==> src/rtl/mem_arbiter_pkg.sv <==
// Shared types and constants for the byte-serial memory arbiter.
// Holds the FSM state encoding, the func3 load/store width codes and a beat-count helper.
package mem_arbiter_pkg;

  typedef enum logic [1:0] {
    ARB_IDLE  = 2'd0,
    ARB_READ  = 2'd1,
    ARB_WRITE = 2'd2
  } arb_state_e;

  localparam logic [2:0] F3_B  = 3'b000;
  localparam logic [2:0] F3_H  = 3'b001;
  localparam logic [2:0] F3_W  = 3'b010;
  localparam logic [2:0] F3_BU = 3'b100;
  localparam logic [2:0] F3_HU = 3'b101;

  // Bytes moved per access; unknown codes fall back to a full word.
  function automatic logic [2:0] beat_count(input logic [2:0] width);
    case (width[1:0])
      2'b00:   return 3'd1;
      2'b01:   return 3'd2;
      default: return 3'd4;
    endcase
  endfunction

endpackage

==> src/rtl/mem_arbiter_if.sv <==
// Bus bundle between the pipeline (fetch + MEM stage), the arbiter and the byte-wide RAM.
// The slave modport is the arbiter's view; master is the pipeline/RAM side.
interface mem_arbiter_if #(
  parameter int ADDR_WIDTH = 32
);
  logic                  if_req;
  logic [ADDR_WIDTH-1:0] if_addr;
  logic                  if_cancel;
  logic                  if_ack;
  logic [31:0]           if_inst;
  logic                  ma_req;
  logic                  ma_we;
  logic [2:0]            ma_width;
  logic [ADDR_WIDTH-1:0] ma_addr;
  logic [31:0]           ma_wdata;
  logic                  ma_ack;
  logic [31:0]           ma_rdata;
  logic                  if_stall_req;
  logic                  ma_stall_req;
  logic [7:0]            mem_din;
  logic [7:0]            mem_dout;
  logic [ADDR_WIDTH-1:0] mem_a;
  logic                  mem_wr;

  modport slave (
    input  if_req, if_addr, if_cancel, ma_req, ma_we, ma_width, ma_addr, ma_wdata, mem_din,
    output if_ack, if_inst, ma_ack, ma_rdata, if_stall_req, ma_stall_req, mem_dout, mem_a, mem_wr
  );

  modport master (
    output if_req, if_addr, if_cancel, ma_req, ma_we, ma_width, ma_addr, ma_wdata, mem_din,
    input  if_ack, if_inst, ma_ack, ma_rdata, if_stall_req, ma_stall_req, mem_dout, mem_a, mem_wr
  );
endinterface

==> src/rtl/mem_arbiter_load_extend.sv <==
// Assembles the little-endian load word from captured bytes plus the byte arriving this cycle,
// then sign- or zero-extends it according to func3.
module mem_arbiter_load_extend
  import mem_arbiter_pkg::*;
(
  input  logic [3:0][7:0] bytes_i,
  input  logic [7:0]      last_byte_i,
  input  logic [1:0]      last_idx_i,
  input  logic [2:0]      width_i,
  output logic [31:0]     data_o
);
  logic [3:0][7:0] asm_word;

  // The final byte is still on mem_din at the completing edge, so it bypasses the buffer.
  always_comb begin
    asm_word             = bytes_i;
    asm_word[last_idx_i] = last_byte_i;
  end

  always_comb begin
    case (width_i)
      F3_B:    data_o = {{24{asm_word[0][7]}}, asm_word[0]};
      F3_H:    data_o = {{16{asm_word[1][7]}}, asm_word[1], asm_word[0]};
      F3_BU:   data_o = {24'h0, asm_word[0]};
      F3_HU:   data_o = {16'h0, asm_word[1], asm_word[0]};
      default: data_o = asm_word;
    endcase
  end
endmodule

==> src/rtl/mem_arbiter.sv <==
// Arbitrates instruction fetch and MEM-stage accesses onto one byte-wide RAM port,
// serialising each access into little-endian byte beats.
module mem_arbiter
  import mem_arbiter_pkg::*;
#(
  parameter int ADDR_WIDTH    = 32,
  parameter bit DATA_PRIORITY = 1'b1
) (
  input  logic         clk,
  input  logic         rst,
  input  logic         rdy,
  mem_arbiter_if.slave bus
);
  arb_state_e            state_q;
  logic [2:0]            cnt_q;
  logic [ADDR_WIDTH-1:0] addr_q;
  logic [ADDR_WIDTH-1:0] mem_a_q;
  logic [31:0]           wdata_q;
  logic [2:0]            width_q;
  logic                  fetch_q;
  logic                  mem_wr_q;
  logic [7:0]            mem_dout_q;
  logic                  if_ack_q;
  logic                  ma_ack_q;
  logic [31:0]           if_inst_q;
  logic [31:0]           ma_rdata_q;
  logic [3:0][7:0]       rbuf_q;

  logic        if_want, ma_want, grant_ma, grant_if;
  logic [2:0]  n_beats, cnt_d;
  logic [31:0] load_word;

  // A port whose ack is showing this cycle still has its request up; it must not be re-granted.
  assign if_want  = bus.if_req && !if_ack_q;
  assign ma_want  = bus.ma_req && !ma_ack_q;
  assign grant_ma = ma_want && (DATA_PRIORITY || !if_want);
  assign grant_if = if_want && !grant_ma;
  assign n_beats  = beat_count(width_q);
  assign cnt_d    = cnt_q + 3'd1;

  mem_arbiter_load_extend u_load_extend (
    .bytes_i     (rbuf_q),
    .last_byte_i (bus.mem_din),
    .last_idx_i  (2'(n_beats - 3'd1)),
    .width_i     (width_q),
    .data_o      (load_word)
  );

  // NOTE: every register, including the small read buffer, is reset so a mid-access reset leaves no stale state.
  always_ff @(posedge clk or posedge rst) begin
    if (rst) begin
      state_q    <= ARB_IDLE;
      cnt_q      <= '0;
      addr_q     <= '0;
      mem_a_q    <= '0;
      wdata_q    <= '0;
      width_q    <= '0;
      fetch_q    <= 1'b0;
      mem_wr_q   <= 1'b0;
      mem_dout_q <= '0;
      if_ack_q   <= 1'b0;
      ma_ack_q   <= 1'b0;
      if_inst_q  <= '0;
      ma_rdata_q <= '0;
      rbuf_q     <= '0;
    end else if (rdy) begin
      if_ack_q <= 1'b0;
      ma_ack_q <= 1'b0;
      case (state_q)
        ARB_IDLE: begin
          cnt_q <= '0;
          if (grant_ma) begin
            fetch_q  <= 1'b0;
            addr_q   <= bus.ma_addr;
            mem_a_q  <= bus.ma_addr;
            width_q  <= bus.ma_width;
            wdata_q  <= bus.ma_wdata;
            mem_wr_q <= bus.ma_we;
            if (bus.ma_we) mem_dout_q <= bus.ma_wdata[7:0];
            state_q  <= bus.ma_we ? ARB_WRITE : ARB_READ;
          end else if (grant_if) begin
            fetch_q <= 1'b1;
            addr_q  <= bus.if_addr;
            mem_a_q <= bus.if_addr;
            width_q <= F3_W;
            state_q <= ARB_READ;
          end
        end
        ARB_WRITE: begin
          if (cnt_q == n_beats - 3'd1) begin
            mem_wr_q <= 1'b0;
            ma_ack_q <= 1'b1;
            state_q  <= ARB_IDLE;
          end else begin
            cnt_q      <= cnt_d;
            mem_a_q    <= addr_q + ADDR_WIDTH'(cnt_d);
            mem_dout_q <= wdata_q[{cnt_d[1:0], 3'b000} +: 8];
          end
        end
        ARB_READ: begin
          if (fetch_q && bus.if_cancel) begin
            state_q <= ARB_IDLE;
          end else if (cnt_q == n_beats) begin
            if (fetch_q) begin
              if_ack_q  <= 1'b1;
              if_inst_q <= load_word;
            end else begin
              ma_ack_q   <= 1'b1;
              ma_rdata_q <= load_word;
            end
            state_q <= ARB_IDLE;
          end else begin
            // RAM data lags the address by one cycle, so byte k lands while address k+1 is out.
            if (cnt_q != 3'd0) rbuf_q[2'(cnt_q - 3'd1)] <= bus.mem_din;
            if (cnt_d < n_beats) mem_a_q <= addr_q + ADDR_WIDTH'(cnt_d);
            cnt_q <= cnt_d;
          end
        end
        default: state_q <= ARB_IDLE;
      endcase
    end
  end

  assign bus.if_ack       = if_ack_q;
  assign bus.if_inst      = if_inst_q;
  assign bus.ma_ack       = ma_ack_q;
  assign bus.ma_rdata     = ma_rdata_q;
  assign bus.if_stall_req = bus.if_req && !if_ack_q;
  assign bus.ma_stall_req = bus.ma_req && !ma_ack_q;
  assign bus.mem_a        = mem_a_q;
  assign bus.mem_dout     = mem_dout_q;
  assign bus.mem_wr       = mem_wr_q && rdy;
endmodule

==> src/flat_wrapper.sv <==
// flat-port wrapper written by rule: the top's interface ports become plain ports
module mem_arbiter_flat import mem_arbiter_pkg::*;
#(
  parameter int ADDR_WIDTH    = 32,
  parameter bit DATA_PRIORITY = 1'b1
)
  (clk, rst, rdy, bus_if_req, bus_if_addr, bus_if_cancel, bus_ma_req, bus_ma_we, bus_ma_width, bus_ma_addr, bus_ma_wdata, bus_mem_din, bus_if_ack, bus_if_inst, bus_ma_ack, bus_ma_rdata, bus_if_stall_req, bus_ma_stall_req, bus_mem_dout, bus_mem_a, bus_mem_wr);
  mem_arbiter_if #(.ADDR_WIDTH(ADDR_WIDTH)) bus_i ();
  input  logic clk;
  input  logic rst;
  input  logic rdy;
  input wire logic [$bits(bus_i.if_req)-1:0] bus_if_req;
  input wire logic [$bits(bus_i.if_addr)-1:0] bus_if_addr;
  input wire logic [$bits(bus_i.if_cancel)-1:0] bus_if_cancel;
  input wire logic [$bits(bus_i.ma_req)-1:0] bus_ma_req;
  input wire logic [$bits(bus_i.ma_we)-1:0] bus_ma_we;
  input wire logic [$bits(bus_i.ma_width)-1:0] bus_ma_width;
  input wire logic [$bits(bus_i.ma_addr)-1:0] bus_ma_addr;
  input wire logic [$bits(bus_i.ma_wdata)-1:0] bus_ma_wdata;
  input wire logic [$bits(bus_i.mem_din)-1:0] bus_mem_din;
  output wire logic [$bits(bus_i.if_ack)-1:0] bus_if_ack;
  output wire logic [$bits(bus_i.if_inst)-1:0] bus_if_inst;
  output wire logic [$bits(bus_i.ma_ack)-1:0] bus_ma_ack;
  output wire logic [$bits(bus_i.ma_rdata)-1:0] bus_ma_rdata;
  output wire logic [$bits(bus_i.if_stall_req)-1:0] bus_if_stall_req;
  output wire logic [$bits(bus_i.ma_stall_req)-1:0] bus_ma_stall_req;
  output wire logic [$bits(bus_i.mem_dout)-1:0] bus_mem_dout;
  output wire logic [$bits(bus_i.mem_a)-1:0] bus_mem_a;
  output wire logic [$bits(bus_i.mem_wr)-1:0] bus_mem_wr;
  assign bus_i.if_req = bus_if_req;
  assign bus_i.if_addr = bus_if_addr;
  assign bus_i.if_cancel = bus_if_cancel;
  assign bus_i.ma_req = bus_ma_req;
  assign bus_i.ma_we = bus_ma_we;
  assign bus_i.ma_width = bus_ma_width;
  assign bus_i.ma_addr = bus_ma_addr;
  assign bus_i.ma_wdata = bus_ma_wdata;
  assign bus_i.mem_din = bus_mem_din;
  assign bus_if_ack = bus_i.if_ack;
  assign bus_if_inst = bus_i.if_inst;
  assign bus_ma_ack = bus_i.ma_ack;
  assign bus_ma_rdata = bus_i.ma_rdata;
  assign bus_if_stall_req = bus_i.if_stall_req;
  assign bus_ma_stall_req = bus_i.ma_stall_req;
  assign bus_mem_dout = bus_i.mem_dout;
  assign bus_mem_a = bus_i.mem_a;
  assign bus_mem_wr = bus_i.mem_wr;
  mem_arbiter #(.ADDR_WIDTH(ADDR_WIDTH), .DATA_PRIORITY(DATA_PRIORITY)) u_core (.clk(clk), .rst(rst), .rdy(rdy), .bus(bus_i));
endmodule
==> config.mk <==
export PLATFORM = sky130hd
export DESIGN_NAME = mem_arbiter_flat
export DESIGN_NICKNAME = d
export VERILOG_FILES = /design/src/rtl/mem_arbiter_pkg.sv /design/src/rtl/mem_arbiter_if.sv /design/src/rtl/mem_arbiter_load_extend.sv /design/src/rtl/mem_arbiter.sv /design/src/flat_wrapper.sv
export SDC_FILE = /design/constraint.sdc
export NUM_CORES = 1
export LEC_CHECK = 0
export ABC_AREA = 1
export ABC_CLOCK_PERIOD_IN_PS = 18070
export BUFFER_PORTS_ARGS = -buffer_cell sky130_fd_sc_hd__buf_2
export CAP_MARGIN = 10
export CORE_AREA = 2 2 106 210
export DETAILED_ROUTE_END_ITERATION = 10
export DIE_AREA = 0 0 108 212
export PLACE_DENSITY = 0.74
export SETUP_SLACK_MARGIN = 0.15
export SYNTH_ARGS = -nofsm -noshare
export SYNTH_HDL_FRONTEND = slang
export SYNTH_SLANG_ARGS = --single-unit
export TNS_END_PERCENT = 100
==> constraint.sdc <==
create_clock -name clk -period 18.07 [get_ports clk]
set_input_delay 3.614 -clock clk [delete_from_list [all_inputs] [get_ports clk]]
set_output_delay 3.614 -clock clk [all_outputs]
set_load 0.005 [all_outputs]
==> results of run 1 <==
## power by group through the flow
stage                     clock network, mW  registers, mW  logic [mW]
final                                 0.451          0.810       0.889
after global routing                  0.477          0.834        1.02
after CTS                             0.458          0.809       0.897
after detailed placement                  0          0.815       0.892
after global placement                    0          0.810       0.868
after floorplan                           0          0.778       0.597
## state kept, by name, indices dropped and copies added, names as in the netlist
register             flops
u_core.fetch_q           1
u_core.bus.mem_dout      8
u_core.rbuf_q           24
u_core.bus.if_ack        1
u_core.width_q           3
u_core.mem_wr_q          1
u_core.state_q           2
u_core.bus.ma_rdata     32
u_core.addr_q           32
u_core.bus.mem_a        32
u_core.cnt_q             3
u_core.bus.ma_ack        1
u_core.wdata_q          32
u_core.bus.if_inst      32
## cell type report
cell class | count | area, um2
fill | 2077 | 9000
sequential | 204 | 5100
multi-input combinational | 1016 | 4640
timing repair buffer | 230 | 1170
clock buffer | 24 | 557
inverter | 111 | 427
tap | 273 | 342
clock inverter | 12 | 150
antenna | 1 | 2.50
## Yosys cell counts (8+ instances only)
cell type    n
o22ai_1     10
o21ai_0    140
dfrtp_1    204
ha_1        16
nand3_1     72
nor2_1      89
inv_1      104
clkbuf_1    36
nand2_1    585
mux2i_1     16
nand3b_1     8
a31oi_1      8
a21oi_1     18
o21ai_1     13
buf_2       14
## metal layers
metal / wire length, um / part of all wire [%]
met2: 17100 / 56
met4: 1930 / 6.3
met5: 0 / 0
met1: 10500 / 34
met3: 1150 / 3.7
## how the worst min path moves through the flow
stage	to	slack (ns)	cells after the start
2_1_floorplan	u_core.wdata_q[31]$_DFFE_PP0P_	0.44	2
3_3_place_gp	u_core.wdata_q[26]$_DFFE_PP0P_	0.45	2
3_5_place_dp	u_core.bus.ma_rdata[31]$_DFFE_PP0P_	0.45	2
4_1_cts	u_core.bus.ma_rdata[31]$_DFFE_PP0P_	0.47	2
5_1_grt	u_core.wdata_q[24]$_DFFE_PP0P_	0.49	2
6_report	u_core.wdata_q[30]$_DFFE_PP0P_	0.47	2
## critical path: cells and delay by family
kind,cells,cell delay [ns]
buffers and inverters,4,1.47
AND/OR/NAND/NOR,1,0.05
## kinds of logic (layout without fill, tap and decap cells)
family / count (synthesis) / count (layout) / share of synthesized area, %
buffers and inverters: 170 / 377 / 6.67
XOR/XNOR: 2 / 2 / 0.168
AND/OR/NAND/NOR: 776 / 776 / 30.1
adder cells (fa/ha/maj): 17 / 17 / 2.11
AO/OA/AOI/OAI: 205 / 205 / 10.5
other: 0 / 1 / 0
multiplexers: 16 / 16 / 1.53
flip-flops: 204 / 204 / 48.9
## metrics by stage
step	setup slack, ns	hold WS, ns	area [um2]
5_1_grt	9.23	0.495	12400
2_1_floorplan	8.89	0.437	10400
4_1_cts	9.31	0.470	12400
3_3_place_gp	9.37	0.450	11700
6_report	9.30	0.469	12400
3_5_place_dp	9.31	0.453	11700
==> flow_summary.json, run 1 <==
{
  "synth_nets": 1521,
  "arrival_ns": 5.15,
  "area_delta_synth_final_pct": 18.7,
  "startpoint_type": "primary input",
  "wirelength_um": 30700,
  "drv_cap": 0,
  "synth.cell_area_um2": 10400,
  "cts_resized": 0,
  "crit_start": "bus_ma_req",
  "grtUsageMet3_pct": 2.70,
  "hp-class": "reg2reg",
  "drtIter0Drc": 567,
  "core_um2": 21400,
  "rows": 76,
  "clk_path_buf_depth": 3,
  "cts-root-buf": "clkbuf_16",
  "path_cells": "buf_2, nand2_2, buf_4, clkinv_1, buf_2",
  "power_mw": 2.15,
  "die_y_um": 212,
  "final_util_pct": 57.9,
  "syn_inst": 1390,
  "power.density_nw_per_um2": 173,
  "synth_top_area_share_pct": 48.9,
  "busiest_layer": "met2",
  "vias_per_cell": 5.22,
  "use_met2_pct": 52.2,
  "grt_usage_pct": 26.8,
  "gp_congestion": 0.938,
  "yosys.area.top_type": "dfrtp_1",
  "clkTransAtPathRegs_ns": 0.06,
  "ys_warn_count": 0,
  "dr.pass1.iters": 7,
  "power_frac_comb_pct": 41.3,
  "p_switching_uw": 903,
  "grt.met1_usage_pct": 26.7,
  "die_w_um": 108,
  "internal-power_mw": 1.25,
  "postRouteAntennaNets": 0,
  "synthArstFlopShare_pct": 100,
  "cts_hold_buf": 0,
  "grt_setup_unrepaired": "no",
  "setup_tns_ns": 0,
  "grt_max_degree": 124,
  "finClkSkew_ns": 0.0125,
  "die-area_um2": 22900,
  "synth-edff-count": 0,
  "cts_made_buffers": 20,
  "r2r_slack_ns": 13.42,
  "route.vias.total": 9759,
  "grt_pass1_vias": 9442,
  "vdd_drop_max_v": 0.0000913,
  "gr-total-overflow": 0,
  "worstPathMaxFanout": 37,
  "grt_pass1_wl_um": 47900,
  "slowest_stage": "clkinv_1",
  "r2r_cells": 14,
  "swShare_pct": 42.0,
  "status": "completed",
  "timing.rr.end": "u_core.bus.mem_a[26]$_DFFE_PP0P_",
  "period_share_pct": 48.5,
  "crit_path_end": "bus_ma_stall_req",
  "path_common_cell": "buf_2",
  "final_common_cell": "nand2_1",
  "holdCritStartpoint": "u_core.wdata_q[30]$_DFFE_PP0P_",
  "p_seq_share_pct": 37.7,
  "synth-seq-cells": 204,
  "synth.avg_cell_area_um2": 7.51,
  "relSlewSlack_pct": 25.0,
  "clock_sinks": 204,
  "final_layout_size_suffix_gt1_share_pct": 18.3,
  "cts_tree": "yes",
  "pwr-share-clk_pct": 21.0,
  "place_inst": 1834,
  "drc_errors": 0,
  "nets": 1714,
  "final-hold-violation-count": 0,
  "reg2reg_from": "u_core.cnt_q[0]$_DFFE_PP0P_",
  "final-setup-viol-count": 0,
  "synth.distinct_cells": 36,
  "crit_path_end_kind": "output pin",
  "crit_path_max_incr_delay_ns": 0.63,
  "io_buffer_count": 222,
  "initial_core_util_pct": 48.8,
  "h-tree-depth": 1,
  "clk_latency_ns": 0.50,
  "synth_area_leaders": "dfrtp_1 (49%), nand2_1 (21%), o21ai_0 (6.7%), inv_1 (3.7%), nand3_1 (3.5%)",
  "slew_viol_final": 0,
  "io_pins": 223,
  "seq_area_frac_synth_pct": 48.9,
  "grt_antenna_before_repair": 1,
  "fin_cells": 1871,
  "max_freq_mhz": 114,
  "p_leak_nw": 6.68,
  "worst_pin_slew_ns": 1.12,
  "critPathKind": "in2out",
  "wl_per_cell_um": 16.4,
  "worst_ep_required_time_ns": 14.46,
  "ys.flop_type": "dfrtp_1",
  "post_cts_buffers": 0,
  "dp.final_hpwl_um": 22900,
  "final_cell_mix": "nand2_1 (585), buf_2 (222), dfrtp_1 (204), o21ai_0 (140), inv_1 (103)",
  "fin_crit_ns": 8.77
}
Note: power is estimated with default switching activity, not from simulation.
==> run 2, diff against run 1 <==
- ABC_CLOCK_PERIOD_IN_PS: 18070 -> 7590
- PLACE_DENSITY: 0.74 -> 0.77
- clock period: 18.07 -> 7.59 ns (I/O delays scaled with it)
==> flow_summary.json, run 2 (synthesis results as in run 1) <==
{
  "status": "completed",
  "r2r_slack_ns": 3.57,
  "clk_latency_ns": 0.51,
  "vias_per_cell": 5.25,
  "cts_resized": 0,
  "clk_path_buf_depth": 3,
  "io_buffer_count": 222,
  "die_y_um": 212,
  "cts_made_buffers": 20,
  "cts-root-buf": "clkbuf_16",
  "power_frac_comb_pct": 41.7,
  "critPathKind": "in2out",
  "die-area_um2": 22900,
  "grt_usage_pct": 27.5,
  "finClkSkew_ns": 0.0149,
  "grt_pass1_wl_um": 48500,
  "gr-total-overflow": 0,
  "post_cts_buffers": 0,
  "swShare_pct": 42.8,
  "holdCritStartpoint": "u_core.bus.ma_rdata[3]$_DFFE_PP0P_",
  "hp-class": "reg2reg",
  "cts_tree": "yes",
  "p_seq_share_pct": 38.1,
  "antenna_cells": 0,
  "vdd_drop_max_v": 0.000238,
  "dr.pass1.iters": 5,
  "power.density_nw_per_um2": 413,
  "initial_core_util_pct": 48.8,
  "final-setup-viol-count": 0,
  "cts_hold_buf": 0,
  "drv_cap": 0,
  "setup_tns_ns": 0,
  "grt_antenna_before_repair": 0,
  "reg2reg_from": "u_core.cnt_q[0]$_DFFE_PP0P_",
  "final_layout_size_suffix_gt1_share_pct": 18.3,
  "gp_congestion": 0.993,
  "final_area_um2": 12400,
  "io_pins": 223,
  "die_w_um": 108,
  "wl_per_cell_um": 16.9,
  "grt_max_degree": 126,
  "internal-power_mw": 2.92,
  "slew_viol_final": 0,
  "final_common_cell": "nand2_1",
  "route.vias.total": 9818,
  "p_switching_mw": 2.19,
  "drtIter0Drc": 558,
  "dp.final_hpwl_um": 23600,
  "core_um2": 21400,
  "grt_pass1_vias": 9539,
  "crit_path_end_kind": "output pin",
  "p_leak_nw": 6.66,
  "postPlaceCellArea_um2": 11700,
  "regArea_um2": 5100,
  "drc_errors": 0,
  "final_cell_mix": "nand2_1 (585), buf_2 (222), dfrtp_1 (204), o21ai_0 (140), inv_1 (103)",
  "power_mw": 5.10,
  "startpoint_type": "primary input",
  "nets": 1713,
  "h-tree-depth": 1,
  "pwr-share-clk_pct": 20.2,
  "rows": 76,
  "crit_start": "bus_ma_req",
  "grt_setup_unrepaired": "no",
  "postRouteAntennaNets": 0,
  "relSlewSlack_pct": 26.3,
  "fillerInstances": 2055,
  "fin_crit_ns": 4.05,
  "wirelength_um": 31500,
  "clkTransAtPathRegs_ns": 0.07,
  "worst_ep_required_time_ns": 6.07,
  "final-hold-violation-count": 0,
  "arrival_ns": 2.53,
  "area_delta_synth_final_pct": 18.4,
  "max_freq_mhz": 247,
  "worstPathMaxFanout": 18,
  "worst_pin_slew_ns": 1.10,
  "period_share_pct": 53.3,
  "multi_input_area_um2": 4640,
  "clock_sinks": 204
}
run 2: cell count changes in the layout (fill, tap and decap cells not counted):
cell        previous run  this run
bufinv_16              3         1
clkbuf_8               2         4
clkinv_2               5         3
clkinv_4               0         2
clkinvlp_4             2         4
buf_4                  8         7
clkbuf_1               1         0
diode_2                1         0
inv_8                  2         1
run 2: path summary, 6_finish.rpt:
check / end / depth (start not counted)
max: bus_ma_stall_req / 4
min: u_core.bus.ma_rdata[3]$_DFFE_PP0P_ / 2
max reg2reg: u_core.bus.mem_a[26]$_DFFE_PP0P_ / 14
min reg2reg: u_core.bus.ma_rdata[3]$_DFFE_PP0P_ / 2
max in group asynchronous: u_core.wdata_q[20]$_DFFE_PP0P_ / 3
min in group asynchronous: u_core.bus.if_inst[14]$_DFFE_PP0P_ / 2
run 2: stage by stage:
step	utilization (%)	hold slack (ns)	std cells	worst slack, ns
final	57.7	0.465	1869	3.54
after global routing	57.7	0.494	1869	3.23
after CTS	57.7	0.472	1869	3.52
after detailed placement	54.6	0.455	1833	3.13
after global placement	54.6	0.453	1833	3.26
after floorplan	-	0.437	1390	0.505
run 2: final cells by class:
type | instances | area share, %
Clock buffer | 25 | 4.70
Sequential cell | 204 | 41.3
Multi-Input combinational cell | 1016 | 37.5
Clock inverter | 11 | 0.820
Tap cell | 273 | 2.76
Timing Repair Buffer | 229 | 9.42
Inverter | 111 | 3.45
run 2: metal layers:
metal | vias up | routed length [um] | global-route usage (%)
met3 | 115 | 1380 | 2.91
met5 | - | 0 | 0
li1 | 4785 | - | -
met1 | 4577 | 10400 | 26.3
met4 | 0 | 2250 | 17.9
met2 | 341 | 17500 | 53.4
run 2: worst max-delay path, cell delays in order:
cell and delay, ns:
buf_2 0.10, nand2_2 0.12, clkinv_1 0.47, buf_2 0.31
run 2: power by group through the flow:
stage | clock [mW] | sequential [mW] | combinational [mW]
2_1_floorplan | 0 | 1.85 | 1.42
3_3_place_gp | 0 | 1.95 | 2.08
3_5_place_dp | 0 | 1.95 | 2.14
4_1_cts | 1.05 | 1.94 | 2.14
5_1_grt | 1.09 | 2.00 | 2.43
6_report | 1.03 | 1.95 | 2.13
